**config.mk**
```make
export PLATFORM = sky130hd
export DESIGN_NAME = x_mem_arb
export DESIGN_NICKNAME = d
export VERILOG_FILES = /design/src/rtl/x_mem_arb.sv
export SDC_FILE = /design/constraint.sdc
export NUM_CORES = 1
export LEC_CHECK = 0
export ABC_AREA = 0
export CORE_AREA = 2 2 117 119
export DETAILED_ROUTE_END_ITERATION = 7
export DIE_AREA = 0 0 119 121
export PLACE_DENSITY = 0.63
export SYNTH_ARGS = -nofsm -noshare
export SYNTH_HDL_FRONTEND = slang
export SYNTH_SLANG_ARGS = --single-unit
```
**constraint.sdc**
```tcl
create_clock -name i_clk -period 4.3 [get_ports i_clk]
set_input_delay 0.86 -clock i_clk [delete_from_list [all_inputs] [get_ports i_clk]]
set_output_delay 0.86 -clock i_clk [all_outputs]
set_load 0.005 [all_outputs]
```
**src/rtl/x_mem_arb.sv**
```systemverilog
// rtl/x_mem_arb.sv - two-master round-robin bus arbiter with transfer lock and slave watchdog
module x_mem_arb #(
    parameter int unsigned TIMEOUT  = 256,
    parameter logic [31:0] ERR_DATA = 32'hDEADBEEF
) (
    input  logic        i_clk,
    input  logic        i_rst,
    input  logic        i_m0_valid,
    input  logic        i_m0_rnw,
    input  logic [31:0] i_m0_addr,
    input  logic [31:0] i_m0_data,
    output logic        o_m0_accept,
    output logic [31:0] o_m0_data,
    input  logic        i_m1_valid,
    input  logic        i_m1_rnw,
    input  logic [31:0] i_m1_addr,
    input  logic [31:0] i_m1_data,
    output logic        o_m1_accept,
    output logic [31:0] o_m1_data,
    output logic        o_valid,
    output logic        o_rnw,
    output logic [31:0] o_addr,
    output logic [31:0] o_data,
    input  logic        i_accept,
    input  logic [31:0] i_data,
    output logic        o_owner,
    output logic        o_busy,
    output logic        o_timeout
);

    localparam logic [0:0] ST_IDLE = 1'b0;
    localparam logic [0:0] ST_BUSY = 1'b1;

    // Counter wide enough to hold TIMEOUT itself; a disabled watchdog still gets a 1-bit counter.
    localparam int               CNT_W   = (TIMEOUT < 1) ? 1 : $clog2(TIMEOUT + 1);
    localparam logic [CNT_W-1:0] CNT_MAX = CNT_W'(TIMEOUT);
    localparam logic             WDOG_EN = (TIMEOUT != 0);

    logic [0:0]       state_q;
    logic             prio_q;
    logic             owner_q;
    logic [CNT_W-1:0] cnt_q;

    logic             busy;
    logic             own_valid;
    logic             own_rnw;
    logic [31:0]      own_addr;
    logic [31:0]      own_wdata;
    logic             to_hit;
    logic             own_accept;
    logic             abandon;
    logic             any_req;
    logic             winner;
    logic [31:0]      rdata;

    // Select the locked owner's request lines for forwarding to the slave.
    always_comb begin
        own_valid = i_m0_valid;
        own_rnw   = i_m0_rnw;
        own_addr  = i_m0_addr;
        own_wdata = i_m0_data;
        if (owner_q) begin
            own_valid = i_m1_valid;
            own_rnw   = i_m1_rnw;
            own_addr  = i_m1_addr;
            own_wdata = i_m1_data;
        end
    end

    // Transfer status: watchdog hit, completion and abandon; reset cycle never completes a transfer.
    always_comb begin
        busy       = (state_q == ST_BUSY);
        to_hit     = WDOG_EN & busy & own_valid & ~i_rst & (cnt_q == CNT_MAX) & ~i_accept;
        own_accept = busy & own_valid & ~i_rst & (i_accept | to_hit);
        abandon    = busy & ~own_valid;
        rdata      = to_hit ? ERR_DATA : i_data;
    end

    // Round-robin pick between simultaneous requesters; a lone requester always wins.
    always_comb begin
        any_req = i_m0_valid | i_m1_valid;
        winner  = (i_m0_valid & i_m1_valid) ? prio_q : i_m1_valid;
    end

    // Slave-side and master-side outputs; everything is quiet while idle.
    always_comb begin
        o_valid     = 1'b0;
        o_rnw       = 1'b0;
        o_addr      = 32'h0;
        o_data      = 32'h0;
        o_m0_accept = 1'b0;
        o_m1_accept = 1'b0;
        o_m0_data   = 32'h0;
        o_m1_data   = 32'h0;
        if (busy) begin
            o_valid = own_valid & ~to_hit;
            o_rnw   = own_rnw;
            o_addr  = own_addr;
            o_data  = own_wdata;
            if (owner_q) begin
                o_m1_accept = own_accept;
                o_m1_data   = rdata;
            end else begin
                o_m0_accept = own_accept;
                o_m0_data   = rdata;
            end
        end
        o_busy    = busy;
        o_owner   = owner_q;
        o_timeout = to_hit;
    end

    // Grant/lock state machine: grant from IDLE, release on completion or abandon.
    always_ff @(posedge i_clk) begin
        if (i_rst) begin
            state_q <= ST_IDLE;
            prio_q  <= 1'b0;
            owner_q <= 1'b0;
        end else if (state_q == ST_IDLE) begin
            if (any_req) begin
                owner_q <= winner;
                state_q <= ST_BUSY;
            end
        end else begin
            if (abandon) begin
                state_q <= ST_IDLE;
            end else if (own_accept) begin
                state_q <= ST_IDLE;
                prio_q  <= ~owner_q;
            end
        end
    end

    // Watchdog: count slave wait cycles in BUSY, cleared on every new grant, saturating at the limit.
    always_ff @(posedge i_clk) begin
        if (i_rst) begin
            cnt_q <= '0;
        end else if (state_q == ST_IDLE) begin
            cnt_q <= '0;
        end else if (!i_accept && (cnt_q != CNT_MAX)) begin
            cnt_q <= cnt_q + 1'b1;
        end
    end

endmodule
```
# Yosys cells after proc, flatten, opt, wreduce, memory -nomap -nowiden
# Cells that the tools add are included.
# Widths: inputs -> output; s select.
dict set report totals {
  ff_bits 12
  output_inout_bits 135
  input_bits 167
  word_cells 51
}
dict set report classes {
  eq_ne 2
  muxes 22
  add_sub_neg 1
  n_reduce_logical 5
  bitwise_logic 17
}
# operator n
set op_table {}
lappend op_table {{$mux 32} 9}
lappend op_table {{$mux 1} 13}
lappend op_table {{$add 9x1->9 const B} 1}
lappend op_table {{$eq 9x9->1 const B} 1}
lappend op_table {{$ne 9x9->1 const B} 1}
lappend op_table {{$and 1x1->1} 8}
lappend op_table {{$not 1->1} 7}
lappend op_table {{$reduce_and 3->1} 1}
lappend op_table {{$or 1x1->1} 2}
lappend op_table {{$reduce_and 2->1} 1}
lappend op_table {{$reduce_or 2->1} 1}
lappend op_table {{$logic_and 1x1->1} 1}
lappend op_table {{$logic_not 1->1} 1}

# Depth between registers and ports, before layout
dict set report depth {
  word_depth 10
  depth_mapped 8
  mapped_depth_nobuf 6
}

# Worst setup path after synthesis
# No wires, ideal clock.
dict set report synth_path {
  path_type {input -> output}
  start {input port i_m0_valid}
  end {output port o_m0_data[0]}
  arrival_ps 1831
  path_slack_ps 1609
  t_required_ps 3440
  n_path_buf 3
  cell_stages 6
  cell_sequence {mux2_4 and4_1 buf_2 buf_6 buf_6 o21a_1}
}
dict set report synth_via {
  elab_chain_cells 8
}
# item line_no
set synth_rtl {}
lappend synth_rtl {{start: declaration} 8} ;# input logic i_m0_valid,
lappend synth_rtl {{$mux 1} 62} ;# if (owner_q) begin
lappend synth_rtl {{$and 1x1->1 (4 in a row)} 73} ;# to_hit = WDOG_EN & busy & own_valid & ~i_rst & (cnt_q == CNT_MAX) & ~i_accept;
lappend synth_rtl {{$mux 32} 76} ;# rdata = to_hit ? ERR_DATA : i_data;
lappend synth_rtl {{$mux 32} 100} ;# if (owner_q) begin
lappend synth_rtl {{$mux 32} 95} ;# if (busy) begin
lappend synth_rtl {{end: declaration} 13} ;# output logic [31:0] o_m0_data,
# Every way passes these cells.

# Final worst setup path
dict set report layout_path {
  start {input port i_accept}
  end {output port o_m1_data[4]}
}
dict set report layout_via {
  elab_chain_cells 5
}
# item line_no
set layout_rtl {}
lappend layout_rtl {{start: declaration} 24} ;# input logic i_accept,
lappend layout_rtl {{$not 1->1} 73}
lappend layout_rtl {{$and 1x1->1} 73}
lappend layout_rtl {{$mux 32} 76}
lappend layout_rtl {{$mux 32} 100}
lappend layout_rtl {{$mux 32} 95}
lappend layout_rtl {{end: declaration} 19} ;# output logic [31:0] o_m1_data,
# Every way passes these cells.

==> impl_metrics.py <==
metrics = {
    "floorplanning": {
        "num_io_pins": 302,
        "core_um2": 13100,
        "start_util_pct": 16.5,
        "die_w_um": 119,
        "die_area_um2": 14400,
        "die_h_um": 121,
        "rows": 42,
    },
    "global_route": {
        "grt_pass1_vias": 3105,
        "grt_first_pass_wirelength_um": 16300,
        "antenna_found_initial": 0,
        "grt_overflow_total": 0,
        "grt.total_usage_pct": 13.9,
        "grt_max_degree": 63,
    },
    "critical_path": {
        "start_kind": "primary input",
        "cp-end-kind": "output port",
        "rr_worst_depth": 6,
        "crit_type": "in2out",
        "rrSetupSlack_ps": 2640,
        "cp_max_fo": 50,
        "cp.arrival_ps": 2930,
        "cp.required_ps": 3440,
    },
    "sta": {
        "grt_setup_unrepaired": "no",
        "worst_pin_slew_ps": 876,
        "finalCriticalPeriod_ps": 3790,
        "totalNegativeSetupSlack_ps": 0,
        "period_share_pct": 88.0,
        "fin_worst_skew_ps": 4.42,
        "setup_ws_ps": 514,
        "fmaxAchievable_ghz": 0.264,
        "slew-limit-headroom_pct": 41.6,
        "whs_ps": 487,
        "setup_violations": 0,
        "finalMaxSlewViolations": 0,
        "hold_viol_final": 0,
    },
    "placed_design": {
        "dp_slack_ps": 502,
        "dp.cells": 754,
        "dp_hpwl_um": 9130,
        "io_buffer_count": 301,
        "post_dp_cell_area_um2": 5310,
        "place.gp.congestion": 0.782,
    },
    "synth": {
        "ys_ff_latch": 12,
        "ys_types": 32,
        "syn-cell-area_um2": 2160,
        "syn_nets": 468,
        "yosys_warnings": 0,
        "ys_seq_area_share_pct": 11.1,
        "synth_cells": 299,
        "avgSynthCellArea_um2": 7.24,
    },
    "hold_path": {
        "whs_path_depth": 2,
        "hold_path.class": "reg2reg",
    },
    "layout": {
        "syn2layout_area_growth_pct": 149,
        "fin_cells": 758,
        "drive_above_1_share_pct": 2.75,
        "antenna_cells": 0,
        "final_nets": 752,
        "final_area_um2": 5390,
        "n_fill_cell": 1292,
    },
    "clock_tree": {
        "post_cts_resized": 0,
        "path_clk_slew_ps": 40,
        "cts_hold_buf": 0,
        "clk_latency_ps": 240,
        "htreeDepth": 1,
        "cts_tree": "built",
        "cts_buffers": 3,
        "cts_buffer_depth": 2,
        "postCtsSetupRepairBufs": 0,
        "cts_sinks": 12,
        "cts-root-buf": "clkbuf_16",
    },
    "detailed_routing": {
        "drt_wl_total_um": 11100,
        "drc_errors": 0,
        "wire_per_inst_um": 14.7,
        "dr.pass1.iters": 4,
        "num_vias": 3205,
        "postRouteAntennaNets": 0,
        "first_iter_violations": 77,
        "routed_via_density": 4.23,
    },
    "power_and_ir_drop": {
        "p_leak_nw": 1.88,
        "powerDensity_nw_per_um2": 140,
        "peakVddDrop_mv": 0.138,
    },
    "flow_run": {
        "drv_cap": 0,
    },
    "run_status": {
        "outcome": "complete, no violations",
    },
}
[layout make-up]
type	count	area (um^2)	area share [%]
repair buffers	306	3060	56.9
multi-input cells	255	1760	32.7
flip-flops and latches	12	244	4.53
well taps	176	220	4.09
clock buffers	4	78.8	1.46
inverters	5	18.8	0.348
[path summary, 6_finish.rpt]
path / start / end
hold / removal: prio_q$_SDFFE_PP0P_ / prio_q$_SDFFE_PP0P_
hold reg to reg: prio_q$_SDFFE_PP0P_ / prio_q$_SDFFE_PP0P_
setup / recovery: i_accept / o_m1_data[4]
setup reg to reg: cnt_q[0]$_SDFFE_PP0P_ / cnt_q[1]$_SDFFE_PP0P_
[synthesized netlist by cell type]
master / instances / share of area (%)
a21oi_1: 5 / 1.2
mux2_4: 1 / 0.69
xnor2_1: 3 / 1.2
nor4b_2: 2 / 1.4
xor2_1: 4 / 1.6
inv_1: 5 / 0.87
nor2b_1: 1 / 0.29
buf_2: 10 / 2.3
and4b_1: 2 / 0.93
o21a_1: 48 / 17
buf_1: 1 / 0.17
nor4_1: 1 / 0.29
and2_1: 17 / 4.9
nand3b_1: 1 / 0.35
nand4b_1: 1 / 0.40
o211ai_1: 1 / 0.35
nand2b_1: 2 / 0.58
nand3_1: 3 / 0.69
nor2_1: 77 / 13
nand2_1: 4 / 0.69
buf_6: 4 / 2.1
mux2i_1: 67 / 31
nor3_1: 1 / 0.23
nor2_2: 2 / 0.58
or3_1: 2 / 0.58
ha_1: 2 / 1.2
and4_1: 1 / 0.40
o21ai_0: 4 / 0.93
clkbuf_1: 12 / 2.1
dfxtp_1: 12 / 11
nor3b_1: 1 / 0.35
and3_1: 2 / 0.58
[flip-flops by register name (all words and copies together) (netlist names)]
| name | flops |
|---|---|
| cnt_q | 9 |
| o_busy | 1 |
| o_owner | 1 |
| prio_q | 1 |
[metrics by stage]
stage	power [mW]	util (%)
finish	0.752	41.2
global route	0.794	41.2
CTS	0.762	41.2
detailed placement	0.581	40.6
global placement	0.579	40.6
floorplan	0.265	-
[placed cells by master (no fill, tap or decap), drive strengths merged, types with 4 or more instances in the layout]
| cell type | n |
|---|---|
| clkdlybuf4s50 | 301 |
| nor2 | 79 |
| mux2i | 67 |
| o21a | 48 |
| and2 | 17 |
| dfxtp | 12 |
| a21oi | 5 |
| inv | 5 |
| buf | 5 |
| nand2 | 4 |
| o21ai | 4 |
| xor2 | 4 |
| clkbuf | 4 |
[logic make-up (layout without fill, tap and decap cells)]
kind of cell             count (synthesis)  in the layout  synth area share, %
adder cells (fa/ha/maj)                  2              2                 1.16
buffers and inverters                   32            315                 7.52
AO/OA/AOI/OAI                           58             58                 19.1
multiplexers                            68             68                 31.7
AND/OR/NAND/NOR                        120            120                 26.6
flip-flops                              12             12                 11.1
XOR/XNOR                                 7              7                 2.83
[metal layers]
metal,vias up,routed length [um],track usage (%)
met5,-,0,0
met4,0,155,2.98
met3,13,1010,4.42
met2,166,5640,25.6
met1,1429,4340,15.5
li1,1597,-,-
[critical path, stage by stage]
cell,delay (ps)
clkdlybuf4s50_1,620
nor3b_1,80
and4_2,260
buf_12,180
nor2_2,250
and2_1,160
clkdlybuf4s50_1,510
[where the power goes]
group | total (mW) | internal, mW | switching, mW
combinational | 0.451 | 0.307 | 0.144
clock | 0.175 | 0.125 | 0.0503
sequential | 0.125 | 0.114 | 0.0110
Power figures use the tool's default switching activity.
